**config.mk**
```make
export PLATFORM = sky130hd
export DESIGN_NAME = obs_split_mult_60bit
export DESIGN_NICKNAME = d
export VERILOG_FILES = /design/src/rtl/obs_pkg.sv /design/src/rtl/gf2_serial_mac.sv /design/src/rtl/obs_split_mult_60bit.sv
export SDC_FILE = /design/constraint.sdc
export NUM_CORES = 1
export LEC_CHECK = 0
export ABC_CLOCK_PERIOD_IN_PS = 14750
export BUFFER_PORTS_ARGS = -buffer_cell sky130_fd_sc_hd__buf_2
export CORE_ASPECT_RATIO = 0.9
export CORE_MARGIN = 2
export CORE_UTILIZATION = 45
export DETAILED_ROUTE_END_ITERATION = 8
export HOLD_SLACK_MARGIN = 0.15
export PLACE_DENSITY = 0.72
export SLEW_MARGIN = 20
export SYNTH_ARGS = -nofsm -noshare
export SYNTH_HDL_FRONTEND = slang
export SYNTH_SLANG_ARGS = --single-unit
```
**constraint.sdc**
```tcl
create_clock -name clk -period 14.75 [get_ports clk]
set_clock_uncertainty 0.1 [all_clocks]
set_input_delay 1.475 -clock clk [delete_from_list [all_inputs] [get_ports clk]]
set_output_delay 1.475 -clock clk [all_outputs]
set_load 0.01 [all_outputs]
```
**src/rtl/obs_pkg.sv**
```systemverilog
// Shared widths and FSM encoding for the odd/even split carry-less multiplier.
package obs_pkg;

    localparam int N    = 60;
    localparam int HALF = N / 2;
    localparam int PP_W = N - 1;

    typedef enum logic [1:0] {
        IDLE = 2'd0,
        RUN  = 2'd1,
        DONE = 2'd2
    } state_e;

endpackage

```
**src/rtl/gf2_serial_mac.sv**
```systemverilog
// One W x W carry-less multiplier lane: MSB-first shift-and-XOR, one multiplier bit per enabled cycle.
module gf2_serial_mac
    import obs_pkg::*;
#(
    parameter int W = HALF
) (
    input  logic             clk,
    input  logic             rst,
    input  logic             clr,
    input  logic             en,
    input  logic [W-1:0]     mcand,
    input  logic             mbit,
    output logic [2*W-2:0]   acc
);

    logic [2*W-2:0] addend;

    always_comb begin
        addend = '0;
        if (mbit) begin
            addend[W-1:0] = mcand;
        end
    end

    // The shift drops acc's top bit; after W steps the degree never exceeds 2W-2.
    always_ff @(posedge clk or posedge rst) begin
        if (rst) begin
            acc <= '0;
        end else if (clr) begin
            acc <= '0;
        end else if (en) begin
            acc <= {acc[2*W-3:0], 1'b0} ^ addend;
        end
    end

endmodule

```
**src/rtl/obs_split_mult_60bit.sv**
```systemverilog
// Odd/even split GF(2) multiplier: four parallel HALF x HALF serial carry-less products for an overlap stage.
module obs_split_mult_60bit
    import obs_pkg::*;
#(
    parameter int N = obs_pkg::N
) (
    input  logic           clk,
    input  logic           rst,
    input  logic           in_valid,
    output logic           in_ready,
    input  logic [N-1:0]   a,
    input  logic [N-1:0]   b,
    output logic           out_valid,
    input  logic           out_ready,
    output logic [N-2:0]   p_ee,
    output logic [N-2:0]   p_eo,
    output logic [N-2:0]   p_oe,
    output logic [N-2:0]   p_oo
);

    localparam int H  = N / 2;
    localparam int CW = $clog2(H);

    state_e          state;
    logic [CW-1:0]   cnt;
    logic [H-1:0]    ae, ao, be, bo;
    logic [H-1:0]    a_e, a_o, b_e, b_o;
    logic            accept;
    logic            run_en;

    always_comb begin
        a_e = '0;
        a_o = '0;
        b_e = '0;
        b_o = '0;
        for (int k = 0; k < H; k++) begin
            a_e[k] = a[2*k];
            a_o[k] = a[2*k+1];
            b_e[k] = b[2*k];
            b_o[k] = b[2*k+1];
        end
    end

    assign accept = in_valid && in_ready;
    assign run_en = (state == RUN);

    always_ff @(posedge clk or posedge rst) begin
        if (rst) begin
            state     <= IDLE;
            cnt       <= '0;
            in_ready  <= 1'b1;
            out_valid <= 1'b0;
            ae        <= '0;
            ao        <= '0;
            be        <= '0;
            bo        <= '0;
        end else begin
            case (state)
                IDLE: begin
                    if (accept) begin
                        ae       <= a_e;
                        ao       <= a_o;
                        be       <= b_e;
                        bo       <= b_o;
                        cnt      <= CW'(H - 1);
                        in_ready <= 1'b0;
                        state    <= RUN;
                    end
                end
                RUN: begin
                    if (cnt == '0) begin
                        out_valid <= 1'b1;
                        state     <= DONE;
                    end else begin
                        cnt <= cnt - 1'b1;
                    end
                end
                DONE: begin
                    // in_ready only rises on the next cycle, so no accept can share this edge.
                    if (out_ready) begin
                        out_valid <= 1'b0;
                        in_ready  <= 1'b1;
                        state     <= IDLE;
                    end
                end
                default: begin
                    out_valid <= 1'b0;
                    in_ready  <= 1'b1;
                    state     <= IDLE;
                end
            endcase
        end
    end

    gf2_serial_mac #(.W(H)) u_mac_ee (
        .clk(clk), .rst(rst), .clr(accept), .en(run_en),
        .mcand(ae), .mbit(be[cnt]), .acc(p_ee)
    );

    gf2_serial_mac #(.W(H)) u_mac_eo (
        .clk(clk), .rst(rst), .clr(accept), .en(run_en),
        .mcand(ae), .mbit(bo[cnt]), .acc(p_eo)
    );

    gf2_serial_mac #(.W(H)) u_mac_oe (
        .clk(clk), .rst(rst), .clr(accept), .en(run_en),
        .mcand(ao), .mbit(be[cnt]), .acc(p_oe)
    );

    gf2_serial_mac #(.W(H)) u_mac_oo (
        .clk(clk), .rst(rst), .clr(accept), .en(run_en),
        .mcand(ao), .mbit(bo[cnt]), .acc(p_oo)
    );

endmodule

```
=== Word level (Yosys, flattened, before mapping) ===
Index checks and enable logic that the tools add are counted.

* Add/sub/neg operators: 1
* Magnitude comparators: 1
* Eq/ne operators: 6
* Multiplexer cells: 29
* Bitwise gates (word level): 6
* Reduce and logical (&&, ||, !) cells: 10

{| class="wikitable"
|+ Operators with widths
! operator !! count
|-
| $mux 59 || 8
|-
| $xor 59x30->59 || 4
|-
| $mux 30 || 4
|-
| $reduce_and 3->1 || 4
|-
| $bmux 1 s5 || 2
|-
| $mux 5 || 2
|-
| $pmux 5 s2 || 1
|-
| $lt 5x6->1 const B || 1
|-
| $mux 1 || 6
|-
| $mux 2 || 3
|-
| $ne 2x2->1 const B || 3
|-
| $pmux 1 s3 || 2
|-
| $pmux 2 s3 || 1
|-
| $logic_not 5->1 || 1
|-
| $sub 5x1->5 const B || 1
|-
| $reduce_bool 2->1 || 2
|-
| $eq 2x1->1 const B || 1
|-
| $eq 2x2->1 const B || 1
|-
| $logic_not 2->1 || 1
|-
| $ne 2x1->1 const B || 1
|-
| $not 1->1 || 2
|-
| $reduce_and 2->1 || 1
|-
| $logic_and 1x1->1 || 1
|}

* Register bits: 365
* Input port bits: 124
* Output and inout bits: 238
* Word-level logic and storage cells: 65

=== Logic depth before layout (Yosys ltp) ===
* Depth after elaboration: 6
* Depth in mapped cells: 10
* Depth with buffers taken out: 7

=== Hierarchy ===
Synthesis repeated with hierarchy kept, for this count alone.

* Cells, all modules: 1656
* Area total of the unflattened synthesis: 17480.5 um^2

{| class="wikitable"
|+ By module, submodules not included
! module !! instances !! cells each !! area an instance (um^2) !! seq. area each (um^2)
|-
| gf2_serial_mac || 4 || 261 || 2994.1 || 1476.4
|-
| obs_split_mult_60bit || 1 || 612 || 5504.0 || 3229.3
|}

=== Worst setup path before layout ===
Ideal clock, no wire load.

* Path kind: input to register
* From: input in_valid
* To: register bo[6]
* Setup time: 0.065 ns
* Arrival time: 2.792 ns
* Required time: 14.585 ns
* Setup slack: 11.793 ns
* Cell stages on the path: 6
* Cells stage by stage: nand2_1 -> nor3_1 -> clkbuf_1 -> clkbuf_1 -> nand2_1 -> nand2_1

* Longest elaborated chain between the ends: 2

{| class="wikitable"
|+ RTL lines
! item !! RTL line !! RTL
|-
| start: declaration || obs_split_mult_60bit.sv:9 || <nowiki>input logic in_valid,</nowiki>
|-
| $logic_and 1x1->1 || obs_split_mult_60bit.sv:44 || <nowiki>assign accept = in_valid && in_ready;</nowiki>
|-
| $reduce_and 2->1 (no line) || n/a ||
|-
| end signal: assignment || obs_split_mult_60bit.sv:64 || <nowiki>bo <= b_o;</nowiki>
|-
| end: declaration || obs_split_mult_60bit.sv:26 || <nowiki>logic [H-1:0] ae, ao, be, bo;</nowiki>
|}

Every way passes these cells.
A chain may end at the register's enable or synchronous reset.

=== Worst setup path after layout ===
* From: register cnt[1]
* To: register u_mac_oe.acc[16]

* Longest elaborated chain between the ends: 6

{| class="wikitable"
|+ RTL lines
! item !! RTL line !! RTL
|-
| start: declaration || obs_split_mult_60bit.sv:25 || <nowiki>logic [CW-1:0] cnt;</nowiki>
|-
| start signal: assignment || obs_split_mult_60bit.sv:65 || <nowiki>cnt <= CW'(H - 1);</nowiki>
|-
| start signal: assignment || obs_split_mult_60bit.sv:75 || <nowiki>cnt <= cnt - 1'b1;</nowiki>
|-
| $bmux 1 s5 || obs_split_mult_60bit.sv:107 || <nowiki>.mcand(ao), .mbit(be[cnt]), .acc(p_oe)</nowiki>
|-
| $mux 1 (not written as such) || obs_split_mult_60bit.sv:107 ||
|-
| $mux 30 || gf2_serial_mac.sv:20 || <nowiki>if (mbit) begin</nowiki>
|-
| $xor 59x30->59 || gf2_serial_mac.sv:32 || <nowiki>acc <= {acc[2*W-3:0], 1'b0} ^ addend;</nowiki>
|-
| $mux 59 || gf2_serial_mac.sv:31 || <nowiki>end else if (en) begin</nowiki>
|-
| $mux 59 || gf2_serial_mac.sv:29 || <nowiki>end else if (clr) begin</nowiki>
|-
| end signal: assignment || gf2_serial_mac.sv:32 ||
|-
| end: declaration || gf2_serial_mac.sv:13 || <nowiki>output logic [2*W-2:0] acc</nowiki>
|}

Every way passes these cells. The select of a mux whose other input is x is not followed.

==> metrics.cfg <==
[timing]
hold_ws_ns = 0.368
fin_crit_ns = 3.70
setup_viol = 0
hold_violations = 0
setup_tns_ns = 0
rsz0062_at_grt = false
drv_slew = 0
slew_headroom_pct = 26.1
max_freq_mhz = 270
tightest_slew_ns = 1.11
timing.final.crit_share_pct = 25.1

[critical_path]
crit_path_max_fanout = 111
worstPathCellList = mux4_1 -> a22oi_1 -> and4_4 -> buf_4 -> or4_1 -> a31oi_1
r2r_end = u_mac_oe.acc[16]
cp-start-kind = register
critical-path-max-stage-delay_ns = 0.99
r2r_start = cnt[1]
critPathSlowestCell = dfrtp_1
arrival_ns = 3.97
crit_buf_inv = 1
crit_start = cnt[1]
r2r_cells = 6
crit_family = flip-flops
critical_path_required_ns = 15.01
crit_end = u_mac_oe.acc[16]
critPathKind = register to register
timing.reg2reg.setup_slack_ns = 11.05
worstSetupEndpointType = register
cp.depth = 6

[clock_tree]
cts_root_buffer = clkbuf_16
clk_path_buf_depth = 3
cts.sinks = 365
clk_pin_slew_worst_paths_ns = 0.06
cts_max_level = 2
clock_latency_ns = 0.54
ctsResizeCount = 0
cts_setup_buffers = 0
cts_made_buffers = 40
hold_buffers = 0
cts_tree = yes

[global_route]
grt_pass1_vias = 13600
antenna_found_initial = 2
overflow = 0
grt_pass1_wl_mm = 73.6
groute.usage.overall_pct = 23.3
grt_max_degree = 174

[placement]
dpl_cell_area_um2 = 18500
gp_congestion = 0.794
dp_hpwl_mm = 28.6
portBuffers = 361
placed_cells = 2485

[detailed_routing]
ant_nets = 0
vias = 14500
drtPass1Iterations = 7
wl_per_cell_um = 17.7
totalWireLength_mm = 45.3
drc_errors = 0
drtIter0Drc = 1296
vias_per_cell = 5.68

[synthesis]
synth_seq_area_share_pct = 55.0
synth-edff-count = 0
synth_top_family_by_area = compound AO/OA/AOI/OAI gates
synth-simple-area-share_pct = 17.5
synthMuxAreaShare_pct = 2.33
syn_avg_cell_area_um2 = 9.24
async_flop_share_pct = 100
ys.flop_type = dfrtp_1
ys_warn_count = 0
synth_fa_ha_area_share_pct = 0.0753
syn_nets = 1924
synth-xor-area-share_pct = 0.0527
ys_seq_elements = 365
synthesis.area_um2 = 16600
synthCells = 1799
synth_cell_types = 40
synth-compound-area-share_pct = 19.2

[die]
initial_core_util_pct = 45.9
row_count = 66
dieArea_um2 = 38500
die_height_um = 186
fp.dieW_um = 207
io_pins = 362
core_um2 = 36300

[layout]
nets = 2178
ff_latch_area_um2 = 9140
final_area_um2 = 19900
multiInputGateArea_um2 = 6580
drive_gt1_share_pct = 22.5
fillers = 3234
fin_cells = 2561
syn2layout_area_growth_pct = 19.5

[pwr]
finalPower_mw = 5.00
p_leak_nw = 9.21
power.share.clock_pct = 20.1
p_sw_share_pct = 42.9
internal_power_mw = 2.85
seq_power_share_pct = 36.3
power_density_nw_per_um2 = 252
combPwrFrac_pct = 43.6
peakVddDrop_uv = 133
p_sw_mw = 2.15

[job]
drv_cap = 0

[status]
status = completed

[min_path]
hp-class = register to register

==> cell usage after synthesis, types with 2 or more instances <==
library cell  number  share of area [%]
nand2_1          491                 11
dfrtp_1          364                 55
o21ai_0          178                5.4
a21oi_1          125                3.8
a31oi_1          117                4.4
clkbuf_1         117                2.6
o31ai_1          117                5.3
or4_1            116                5.2
inv_1             62                1.4
buf_2             23               0.69
clkbuf_2          10               0.30
buf_4              7               0.32
mux2_2             7               0.47
mux4_2             7               0.95
nand4_1            6               0.23
nor2_1             6               0.14
buf_6              5               0.34
mux4_1             5               0.79
nor2b_1            5               0.19
and2_1             3               0.11
a22oi_1            2              0.090
a32o_1             2               0.12
a32oi_1            2               0.11
and4_1             2               0.11
mux2i_1            2               0.12
nand2b_1           2              0.075
nand3_1            2              0.060
nor3_1             2              0.060
==> cell usage in the layout, fill, tap and decap left out, types with 8 or more instances in the layout <==
| cell | count |
|---|---|
| clkbuf_16 | 41 |
| a21oi_1 | 125 |
| nand2_1 | 489 |
| buf_4 | 11 |
| dfrtp_1 | 364 |
| or4_1 | 116 |
| clkbuf_8 | 10 |
| inv_1 | 61 |
| a31oi_1 | 117 |
| buf_2 | 361 |
| clkbuf_1 | 8 |
| o31ai_1 | 117 |
| o21ai_0 | 178 |
==> power by group through the flow <==
stage	sequential, mW	clock (mW)	combinational (mW)
6_report	1.82	1.00	2.18
5_1_grt	1.88	1.07	2.44
4_1_cts	1.82	1.03	2.17
3_5_place_dp	1.83	0	2.16
3_3_place_gp	1.81	0	2.08
2_1_floorplan	1.86	0	1.46
==> worst min-delay path, delay by kind of cell (launching register included) <==
family           cells  cell delay [ns]
DFF                  1             0.33
and+or+nand+nor      2             0.10
==> worst min path at each step <==
| stage | startpoint | end | slack (ns) | cells past startpoint |
|---|---|---|---|---|
| 6_report | be[7] | be[7] | 0.37 | 2 |
| 5_1_grt | be[7] | be[7] | 0.38 | 2 |
| 4_1_cts | be[7] | be[7] | 0.37 | 2 |
| 3_5_place_dp | be[7] | be[7] | 0.36 | 2 |
| 3_3_place_gp | be[20] | be[20] | 0.35 | 2 |
| 2_1_floorplan | be[11] | be[11] | 0.34 | 2 |
==> kinds of logic (layout without fill, tap and decap cells) <==
logic type,count (synthesis),in the layout
fa+ha+maj,1,1
xor+xnor,1,1
compound gates,545,545
buf+inv,226,511
simple gates,640,640
flops,365,365
mux,21,21
other cells,0,1
==> final cells by class <==
cell class | count | area share [%]
Sequential cell | 365 | 46.0
Multi-Input combinational cell | 1208 | 33.1
Timing Repair Buffer | 376 | 9.95
Clock buffer | 59 | 6.01
Tap cell | 476 | 3.00
Inverter | 62 | 1.21
Clock inverter | 14 | 0.687
Antenna cell | 1 | 0.0126
==> per-stage QoR <==
step | setup WS, ns | util [%]
2_1_floorplan | 3.04 | -
3_3_place_gp | 10.77 | 50.9
3_5_place_dp | 10.76 | 50.9
4_1_cts | 11.03 | 54.6
5_1_grt | 10.80 | 54.8
6_report | 11.05 | 54.8
==> flip-flops by register name, indices dropped and copies added (netlist names), 2 cells and up <==
name / flops
ae: 30
ao: 30
be: 30
bo: 30
cnt: 5
state: 2
u_mac_ee.acc: 59
u_mac_eo.acc: 59
u_mac_oe.acc: 59
u_mac_oo.acc: 59
==> metal layers <==
metal,up-vias,GRT usage [%],share of wire (%)
li1,6890,-,-
met1,7061,33.1,43
met2,486,35.8,47
met3,97,4.40,7.2
met4,2,8.35,3.2
met5,-,0,0.029
No activity file was read; power rests on OpenSTA's default activity.
